`config.mk`:
```
export PLATFORM = sky130hd
export DESIGN_NAME = target_driver
export DESIGN_NICKNAME = d
export VERILOG_FILES = /design/src/rtl/target_driver_pkg.sv /design/src/rtl/target_driver_sync2.sv /design/src/rtl/target_driver.sv
export SDC_FILE = /design/constraint.sdc
export NUM_CORES = 1
export LEC_CHECK = 0
export CAP_MARGIN = 20
export CORE_ASPECT_RATIO = 0.7
export CORE_MARGIN = 3
export CORE_UTILIZATION = 40
export DETAILED_ROUTE_END_ITERATION = 8
export GPL_ROUTABILITY_DRIVEN = 0
export GPL_TIMING_DRIVEN = 0
export PLACE_DENSITY = 0.75
export SETUP_SLACK_MARGIN = 0.2
export SKIP_CTS_REPAIR_TIMING = 1
export SYNTH_ARGS = -nofsm -noshare
export SYNTH_HDL_FRONTEND = slang
export SYNTH_SLANG_ARGS = --single-unit
```
`constraint.sdc`:
```
create_clock -name clock -period 2.35 [get_ports clock]
set_input_delay 0.47 -clock clock [delete_from_list [all_inputs] [get_ports clock]]
set_output_delay 0.47 -clock clock [all_outputs]
set_load 0.1 [all_outputs]
```
`src/rtl/target_driver_pkg.sv`:
```
// Shared types and constants for target_driver: FSM state encodings, stimulus
// entry field offsets and the minimum hold count.
package target_driver_pkg;

  typedef logic [2:0] state_t;

  localparam state_t ST_IDLE    = 3'd0;
  localparam state_t ST_FETCH   = 3'd1;
  localparam state_t ST_LOAD    = 3'd2;
  localparam state_t ST_HOLD    = 3'd3;
  localparam state_t ST_CAPTURE = 3'd4;
  localparam state_t ST_PUSH    = 3'd5;

  localparam int VEC_LSB  = 0;
  localparam int HOLD_MIN = 1;

  // The hold-count field sits directly above the vector field.
  function automatic int cnt_lsb(input int stf_width);
    return stf_width;
  endfunction

endpackage

```
`src/rtl/target_driver_sync2.sv`:
```
// Two-flop synchronizer, parameterised width, async active-low reset to 0.
// Used by target_driver only when TARGET_DRIVER_OUT_SYNC_EN is defined.
module sync2 #(
  parameter int WIDTH = 1
) (
  input  logic             clock,
  input  logic             reset_n,
  input  logic [WIDTH-1:0] d,
  output logic [WIDTH-1:0] q
);

  logic [WIDTH-1:0] meta;

  always_ff @(posedge clock or negedge reset_n) begin
    if (!reset_n) begin
      meta <= '0;
      q    <= '0;
    end else begin
      meta <= d;
      q    <= meta;
    end
  end

endmodule

```
`src/rtl/target_driver.sv`:
```
// Stimulus FIFO consumer / result FIFO producer: fetch entry, drive and hold
// the vector, capture the response, push it. Option: TARGET_DRIVER_OUT_SYNC_EN.
//
// state   | meaning
// IDLE    | waiting for enable and a non-empty stimulus FIFO
// FETCH   | one-cycle stimulus FIFO read request
// LOAD    | entry valid on sfifo_dataq; register vector and hold count
// HOLD    | vector stable on dut_in; count down the hold time
// CAPTURE | register the target response
// PUSH    | write the response once the result FIFO has room
module target_driver
  import target_driver_pkg::*;
#(
  parameter int STF_WIDTH   = 24,
  parameter int RTF_WIDTH   = 24,
  parameter int CYCLE_RANGE = 5,
  parameter int CNT_WIDTH   = 16
) (
  input  logic                             clock,
  input  logic                             reset_n,
  input  logic                             enable,
  output logic                             sfifo_rdreq,
  input  logic                             sfifo_rdempty,
  input  logic [STF_WIDTH+CYCLE_RANGE:0]   sfifo_dataq,
  output logic [RTF_WIDTH-1:0]             rfifo_data,
  output logic                             rfifo_wrreq,
  input  logic                             rfifo_wrfull,
  output logic [STF_WIDTH-1:0]             dut_in,
  input  logic [RTF_WIDTH-1:0]             dut_out,
  output logic                             busy,
  output logic [CNT_WIDTH-1:0]             vec_count
);

  localparam int CW      = CYCLE_RANGE + 1;
  localparam int HW      = CYCLE_RANGE + 2;
  localparam int CNT_LSB = cnt_lsb(STF_WIDTH);

  state_t           state;
  state_t           state_nxt;
  logic [HW-1:0]    hold_cnt;
  logic [STF_WIDTH-1:0] vec_in;
  logic [CW-1:0]    c_in;
  logic [CW-1:0]    c_eff;
  logic [HW-1:0]    hold_load;
  logic [RTF_WIDTH-1:0] resp;
  logic             fetch_ok;
  logic             wr_go;

`ifdef TARGET_DRIVER_OUT_SYNC_EN
  // Synchronizer adds two cycles of pipeline, so HOLD is stretched to match.
  localparam int SYNC_EXTRA = 2;

  sync2 #(
    .WIDTH (RTF_WIDTH)
  ) u_sync2 (
    .clock   (clock),
    .reset_n (reset_n),
    .d       (dut_out),
    .q       (resp)
  );
`else
  localparam int SYNC_EXTRA = 0;

  assign resp = dut_out;
`endif

  assign vec_in    = sfifo_dataq[VEC_LSB +: STF_WIDTH];
  assign c_in      = sfifo_dataq[CNT_LSB +: CW];
  assign c_eff     = (c_in < CW'(HOLD_MIN)) ? CW'(HOLD_MIN) : c_in;
  assign hold_load = {1'b0, c_eff} + HW'(SYNC_EXTRA);

  assign fetch_ok    = enable && !sfifo_rdempty;
  assign wr_go       = (state == ST_PUSH) && !rfifo_wrfull;
  assign sfifo_rdreq = (state == ST_FETCH);
  assign rfifo_wrreq = wr_go;
  assign busy        = (state != ST_IDLE);

  always_comb begin
    state_nxt = state;
    case (state)
      ST_IDLE:    if (fetch_ok) state_nxt = ST_FETCH;
      ST_FETCH:   state_nxt = ST_LOAD;
      ST_LOAD:    state_nxt = ST_HOLD;
      ST_HOLD:    if (hold_cnt == HW'(1)) state_nxt = ST_CAPTURE;
      ST_CAPTURE: state_nxt = ST_PUSH;
      ST_PUSH: begin
        if (!rfifo_wrfull) state_nxt = fetch_ok ? ST_FETCH : ST_IDLE;
      end
      default:    state_nxt = ST_IDLE;
    endcase
  end

  always_ff @(posedge clock or negedge reset_n) begin
    if (!reset_n) begin
      state <= ST_IDLE;
    end else begin
      state <= state_nxt;
    end
  end

  always_ff @(posedge clock or negedge reset_n) begin
    if (!reset_n) begin
      hold_cnt <= '0;
      dut_in   <= '0;
    end else if (state == ST_LOAD) begin
      hold_cnt <= hold_load;
      dut_in   <= vec_in;
    end else if (state == ST_HOLD) begin
      hold_cnt <= hold_cnt - HW'(1);
    end
  end

  // rfifo_data only changes in CAPTURE, so it stays put while PUSH stalls.
  always_ff @(posedge clock or negedge reset_n) begin
    if (!reset_n) begin
      rfifo_data <= '0;
    end else if (state == ST_CAPTURE) begin
      rfifo_data <= resp;
    end
  end

  always_ff @(posedge clock or negedge reset_n) begin
    if (!reset_n) begin
      vec_count <= '0;
    end else if (wr_go) begin
      vec_count <= vec_count + CNT_WIDTH'(1);
    end
  end

endmodule
```
==> impl_metrics.csv, run 1 <==
group,metric,value,unit
yosys,synthesis.area_per_instance,10.82,um2
setup_path,critical_path_required,1.88,ns
timing,final_max_slew_viol_count,0,
floorplan,placeableCoreArea,0.007417,mm2
timing,max_slew.worst_pin.slew,1.009,ns
cells_and_area,multi_input_comb_area,0.001184,mm2
cells_and_area,commonest_cells_after_routing_fill_and_taps_aside,"87 x nand2_1, 69 x dfrtp_1, 64 x dlymetal6s2s_1",
yosys,synth.yosys.seq_area_share,59.65,%
setup_path,critical_path_buf_inv_count,2,
yosys,synth.cell_area,0.003104,mm2
timing,finalHoldWorstSlack,0.05218,ns
global_route,grt_pass1_vias,2420,
setup_path,critical_path.startpoint,"state[0]$_DFFE_PN0P_",
global_route,grt_use_total,17.02,%
cells_and_area,number_of_standard_cells_in_the_layout_taps_in_and_fillers_out,527,
clocking,worst_setup_hold_path_clk_slew,0.08,ns
detailed_routing,dr_vias_cell,4.683,
setup_path,cp_cell_sequence,"clkbuf_2 > nor3b_4 > buf_2",
yosys,synth_warnings,0,
detailed_routing,drt-initial-drc-count,45,
setup_path,setup.worst_path.start_class,"register",
timing,setup_viol,0,
floorplan,dieHeight,79.71,um
placement,placedCellCount,511,
timing,fin_crit_sh,93.80,%
floorplan,pin_count,126,
timing,relative_slew_slack,32.60,%
detailed_routing,detail_route.drc_violations,0,
cells_and_area,drive_above_1_share,13.75,%
setup_path,arrival,1.73,ns
floorplan,die_w,111.3,um
timing,grt_setup_unrepaired,"yes",
detailed_routing,wl,7.413,mm
yosys,synth_top_flop_cell,"dfrtp_1",
floorplan,rows,26,
yosys,netlist_instances,287,
cells_and_area,num-fill-cells,614,
detailed_routing,wire_per_inst,14.07,um
yosys,yosys-top-cells-area,"dfrtp_1 60%, nand2_1 11%, mux2_2 9.1%",
timing,finalCriticalPeriod,2.204,ns
setup_path,critPathSlowestCell,"dfrtp_1",
yosys,synthDistinctLibCells,37,
run_status,outcome,"complete, no violations",
pwr,power.leakage,3.028,nW
setup_path,worst_r2r_startpoint,"state[1]$_DFFE_PN0P_",
setup_path,crit_path_max_incr_delay,0.46,ns
global_route,overflow,0,
yosys,yosys_register_bits,74,
yosys,synth_top_area_share,59.65,%
setup_path,crit_fanout,10,
clocking,tritoncts_clock_tree,"yes",
yosys,post-synth-top-area-cell,"dfrtp_1",
clocking,cts.root.buffer_cell,"clkbuf_8",
yosys,synthArstFlopShare,100.0,%
detailed_routing,count_of_antenna_violating_nets_left_after_detailed_routing,0,
setup_path,timing.critical_path.max_delay_family,"buffers and inverters",
clocking,h-tree-depth,3,
yosys,synth-edff-count,0,
timing,timing.fmax,453.7,MHz
cells_and_area,mostFrequentLayoutCell,"nand2_1",
pwr,power.density,1265,mW/mm2
timing,finalHoldViolCount,0,
yosys,syn-num-nets,349,
clocking,cts.path.max_buffers,2,
clocking,clk_sink_count,74,
cells_and_area,insertedDiodeCount,0,
setup_path,r2r_slack,0.50,ns
placement,port-buffer-count,125,
setup_path,critPathCaptureType,"primary output",
global_route,grt_antenna_before_repair,0,
detailed_routing,dr.pass1.iters,4,
cells_and_area,regArea,0.001858,mm2
cells_and_area,areaGrowthSynthToFinish,57.44,%
detailed_routing,detailroute.via_count,2468,
setup_path,timing.setup.critical_path_class,"reg -> out",
clocking,cts_buffers,9,
cells_and_area,fin_nets,486,
global_route,pin_count_of_the_biggest_net_entering_global_routing,45,
placement,hpwlAfterDp,5.546,mm
pwr,irDropWorstVdd,1.109,mV
timing,fin_skew,0.01066,ns
min_path,hold_crit_class,"in -> async",
clocking,clk-insertion-delay-late,0.35,ns
global_route,grt_first_pass_wirelength,11.90,mm
floorplan,design.die.area,0.008870,mm2
job,max_cap_viol_count,0,
floorplan,effective_utilization_at_floorplan,41.85,%
==> worst reg2reg max path, stage by stage (launching register included) <==
cell	delay, ns
dfrtp_1	0.37
buf_6	0.13
nand4bb_1	0.16
buf_2	0.17
nor4_1	0.57
nand4_1	0.19
xnor2_1	0.15
==> cells by family after synthesis <==
group / count (synthesis) / share of synthesized area [%]
simple gates: 130 / 18.82
flops: 74 / 59.65
mux: 27 / 9.714
compound gates: 20 / 3.789
buf+inv: 18 / 2.580
xor+xnor: 15 / 4.232
fa+ha+maj: 3 / 1.209
==> metal layers <==
layer  share of wire [%]  GRT usage, %  routed length [um]  up-vias
met4                0.94         4.374                  70        0
met1                  45         21.85                3305     1160
met5                   0             0                   0        -
met3                  11         10.15                 788        7
li1                    -             -                   -     1218
met2                  44         24.49                3250       83
==> synth_stat cells, drive strengths merged (4+ instances only) <==
cell type	instances
a21oi	5
buf	5
clkbuf	8
dfrtp	74
inv	5
mux2	25
nand2	87
nand3	7
nor2	11
o21ai	7
o22ai	4
xnor2	11
xor2	4
==> per-stage QoR <==
stage	util, %	cell area (um2)	TNS [ns]	setup WS, ns	power, mW
finish	65.89	4887	0	0.1458	6.185
detailed placement	60.95	4521	-1.005	-0.6284	5.195
floorplan	-	3122	0	0.2053	4.317
global placement	60.61	4496	-136.12	-2.090	5.148
CTS	63.78	4731	-2.470	-0.7592	6.287
global route	65.89	4887	0	0.02354	6.488
==> path summary, 6_finish.rpt <==
| check | endpoint | depth (start not counted) |
|---|---|---|
| worst max register to register | vec_count[11]$_DFFE_PN0P_ | 6 |
| worst max-delay path | sfifo_rdreq | 3 |
| min in group clock | dut_in[11]$_DFFE_PN0P_ | 2 |
| worst min-delay path | hold_cnt[1]$_DFFE_PN0P_ | 1 |
| max in group asynchronous | vec_count[1]$_DFFE_PN0P_ | 2 |
| worst min register to register | dut_in[11]$_DFFE_PN0P_ | 2 |
==> sequential cells by signal, summed over array words and instances, names as in the netlist <==
register and flops:
dut_in 24, rfifo_data 24, vec_count 16, hold_cnt 7, state 3
==> power by group <==
group	switching [mW]	total, mW	internal, mW	leakage, nW
clock	0.458	1.05	0.597	0.107
sequential	0.215	1.83	1.61	0.929
combinational	2.52	3.30	0.781	1.99
total	3.19	6.18	2.99	3.03
==> final cells by class <==
class                      instances  area share, %
multi-input combinational        195          24.22
clock inverter                     5          1.613
inverter                           5         0.3840
buffer                            13          1.280
timing repair buffer             126          29.29
tap                               98          2.509
sequential                        74          38.02
clock buffer                      11          2.688
No activity file was read; power rests on OpenSTA's default activity.
==> inputs of run 2 (changes only) <==
--- a/config.mk
+++ b/config.mk
@@ -5,14 +5,15 @@
 export SDC_FILE = /design/constraint.sdc
 export NUM_CORES = 1
 export LEC_CHECK = 0
+export ABC_AREA = 1
 export CAP_MARGIN = 20
 export CORE_ASPECT_RATIO = 0.7
 export CORE_MARGIN = 3
-export CORE_UTILIZATION = 40
+export CORE_UTILIZATION = 44
 export DETAILED_ROUTE_END_ITERATION = 8
 export GPL_ROUTABILITY_DRIVEN = 0
 export GPL_TIMING_DRIVEN = 0
-export PLACE_DENSITY = 0.75
+export PLACE_DENSITY = 0.8
 export SETUP_SLACK_MARGIN = 0.2
 export SKIP_CTS_REPAIR_TIMING = 1
 export SYNTH_ARGS = -nofsm -noshare
==> run 2 against run 1 <==
  * Sequential share of layout area decreased by 1.9 points
  * Worst hold slack improved by 0.037 ns
  * First-iteration DRC count increased to 3.6 times the previous value
  * Synthesized cell count increased by 43%
  * Final area increased by 5.0%
  * Clock skew decreased by 0.0019 ns
  * Critical path depth increased by 2
  * Die area decreased by 2.2%
  * Via count increased by 28%
  * Largest cell class unchanged
==> impl_metrics.csv, run 2 <==
group,metric,value,unit
clocking,clk-insertion-delay-late,0.34,ns
global_route,grt_antenna_before_repair,0,
job,max_cap_viol_count,0,
global_route,pin_count_of_the_biggest_net_entering_global_routing,39,
setup_path,timing.setup.critical_path_class,"reg -> out",
detailed_routing,count_of_antenna_violating_nets_left_after_detailed_routing,0,
floorplan,die_w,110.1,um
detailed_routing,drt-initial-drc-count,162,
detailed_routing,dr.pass1.iters,4,
yosys,syn-num-nets,472,
setup_path,crit_fanout,10,
clocking,cts_buffers,9,
detailed_routing,detailroute.via_count,3148,
placement,placedCellCount,630,
placement,placed_cell_areas,0.004733,mm2
yosys,post-synth-top-area-cell,"dfrtp_1",
cells_and_area,fin_nets,609,
yosys,synth.yosys.seq_area_share,55.51,%
cells_and_area,commonest_cells_after_routing_fill_and_taps_aside,"213 x nand2_1, 74 x dfrtp_1, 64 x dlymetal6s2s_1",
global_route,grt_pass1_vias,3148,
setup_path,critPathCaptureType,"primary output",
cells_and_area,number_of_standard_cells_in_the_layout_taps_in_and_fillers_out,645,
global_route,grt_use_total,20.96,%
yosys,synth-edff-count,0,
detailed_routing,detail_route.drc_violations,0,
timing,timing.fmax,490.4,MHz
cells_and_area,insertedDiodeCount,0,
timing,fin_skew,0.008731,ns
clocking,worst_setup_hold_path_clk_slew,0.08,ns
floorplan,placeableCoreArea,0.007038,mm2
yosys,synth_top_flop_cell,"dfrtp_1",
detailed_routing,wire_per_inst,13.99,um
timing,grt_setup_unrepaired,"yes",
yosys,synth_commonest_cells,"213 x nand2_1, 74 x dfrtp_1, 28 x nor2_1",
yosys,synth_warnings,0,
placement,hpwlAfterDp,6.420,mm
yosys,synthesis.area_per_instance,8.136,um2
timing,final_max_slew_viol_count,0,
detailed_routing,dr_vias_cell,4.881,
yosys,yosysMostFrequentCell,"nand2_1",
timing,finalCriticalPeriod,2.039,ns
floorplan,design.die.area,0.008679,mm2
floorplan,effective_utilization_at_floorplan,47.40,%
floorplan,pin_count,126,
yosys,synthArstFlopShare,100.0,%
setup_path,arrival,1.57,ns
cells_and_area,drive_above_1_share,7.623,%
timing,finalHoldViolCount,0,
floorplan,rows,25,
cells_and_area,areaGrowthSynthToFinish,53.83,%
clocking,cts.path.max_buffers,2,
timing,setup_viol,0,
setup_path,setup.worst_path.start_class,"register",
min_path,hold_crit_class,"in -> async",
setup_path,critical_path_required,1.88,ns
yosys,synthDistinctLibCells,29,
cells_and_area,top_regs,"dut_in: 24 flops, rfifo_data: 24 flops, vec_count: 16 flops",
detailed_routing,wl,9.023,mm
cells_and_area,final_cell_area,0.005131,mm2
clocking,clk_sink_count,74,
placement,port-buffer-count,125,
run_status,outcome,"complete, no violations",
yosys,yosys-top-cells-area,"dfrtp_1 56%, nand2_1 24%, nor2_1 3.2%",
yosys,synth.cell_area,0.003336,mm2
yosys,yosys_register_bits,74,
floorplan,dieHeight,78.85,um
timing,relative_slew_slack,32.93,%
yosys,netlist_instances,410,
clocking,tritoncts_clock_tree,"yes",
yosys,synth_top_area_share,55.51,%
cells_and_area,mostFrequentLayoutCell,"nand2_1",
global_route,overflow,0,
clocking,cts.root.buffer_cell,"clkbuf_8",
clocking,h-tree-depth,3,
timing,max_slew.worst_pin.slew,1.004,ns
timing,fin_crit_sh,86.78,%
global_route,grt_first_pass_wirelength,14.30,mm
[run 2: changes by cell type after synthesis, sizes merged, moves of 4 or more]
| cell | previous run | this run |
|---|---|---|
| nand2 | 87 | 215 |
| clkbuf | 8 | 2 |
| nor2 | 11 | 32 |
| inv | 5 | 24 |
| xnor2 | 11 | 5 |
| o21ai | 7 | 11 |
| mux2 | 25 | 0 |
[run 2: area by class of cell]
| type | instances | area, um2 |
|---|---|---|
| Fill cell | 538 | 1907 |
| Sequential cell | 74 | 1852 |
| Timing Repair Buffer | 126 | 1426 |
| Multi-Input combinational cell | 302 | 1340 |
| Clock buffer | 10 | 137.6 |
| Tap cell | 94 | 117.6 |
| Clock inverter | 5 | 102.6 |
| Inverter | 24 | 90.09 |
| Buffer | 10 | 65.06 |
[run 2: critical path, cell delays in order, from the launching register on]
cell	delay (ns)
dfrtp_1	0.44
inv_2	0.14
nand3_2	0.09
nor2_4	0.19
buf_6	0.17
buf_8	0.20
[run 2: final timing paths]
kind | startpoint | end | slack (ns) | cells past startpoint
max in group asynchronous | reset_n | vec_count[3]$_DFFE_PN0P_ | 1.69 | 2
setup reg to reg | state[0]$_DFFE_PN0P_ | rfifo_data[22]$_DFFE_PN0P_ | 0.79 | 7
hold / removal | reset_n | hold_cnt[4]$_DFFE_PN0P_ | 0.09 | 1
hold reg to reg | rfifo_data[2]$_DFFE_PN0P_ | rfifo_data[2]$_DFFE_PN0P_ | 0.47 | 2
setup / recovery | state[1]$_DFFE_PN0P_ | rfifo_wrreq | 0.31 | 5
min in group clock | rfifo_data[2]$_DFFE_PN0P_ | rfifo_data[2]$_DFFE_PN0P_ | 0.47 | 2
[run 2: per-layer routing]
| layer | global-route usage (%) | vias up | share of wire (%) |
|---|---|---|---|
| met5 | 0 | - | 0 |
| met4 | 6.725 | 0 | 0.94 |
| met3 | 9.017 | 9 | 11 |
| met2 | 33.11 | 131 | 45 |
| met1 | 25.87 | 1462 | 43 |
| li1 | - | 1546 | - |
[run 2: through the flow]
stage               hold WS, ns  setup TNS (ns)  util, %  worst slack (ns)
finish                  0.08962               0    72.91            0.3107
global route            0.09767               0    72.91            0.1966
CTS                     0.08927          -2.578    70.67           -0.6451
floorplan                0.1744               0        -            0.3431
global placement         0.4527         -130.22    67.00            -1.756
detailed placement       0.4589         -0.7201    67.25           -0.5845
[run 2: logic make-up after synthesis]
kind of cell | share of synthesized area, %
AOI/OAI and AO/OA | 3.638
xor gates and xnor gates | 1.838
adders and majority gates | 1.125
buffers and inverters | 4.651
DFF | 55.51
and+or+nand+nor | 33.23
Power of run 2 is not shown: default switching activity piles up to over one toggle a cycle in this logic, so the estimate is an artifact.
==> inputs of run 3 (changes only) <==
--- a/config.mk
+++ b/config.mk
@@ -10,6 +10,7 @@
 export CORE_ASPECT_RATIO = 0.7
 export CORE_MARGIN = 3
 export CORE_UTILIZATION = 44
+export CTS_CLUSTER_SIZE = 40
 export DETAILED_ROUTE_END_ITERATION = 8
 export GPL_ROUTABILITY_DRIVEN = 0
 export GPL_TIMING_DRIVEN = 0
==> results of run 3 <==
Final layout, timing and power as in run 2 (identical DEF).
Power of run 3 is left out for the same reason.
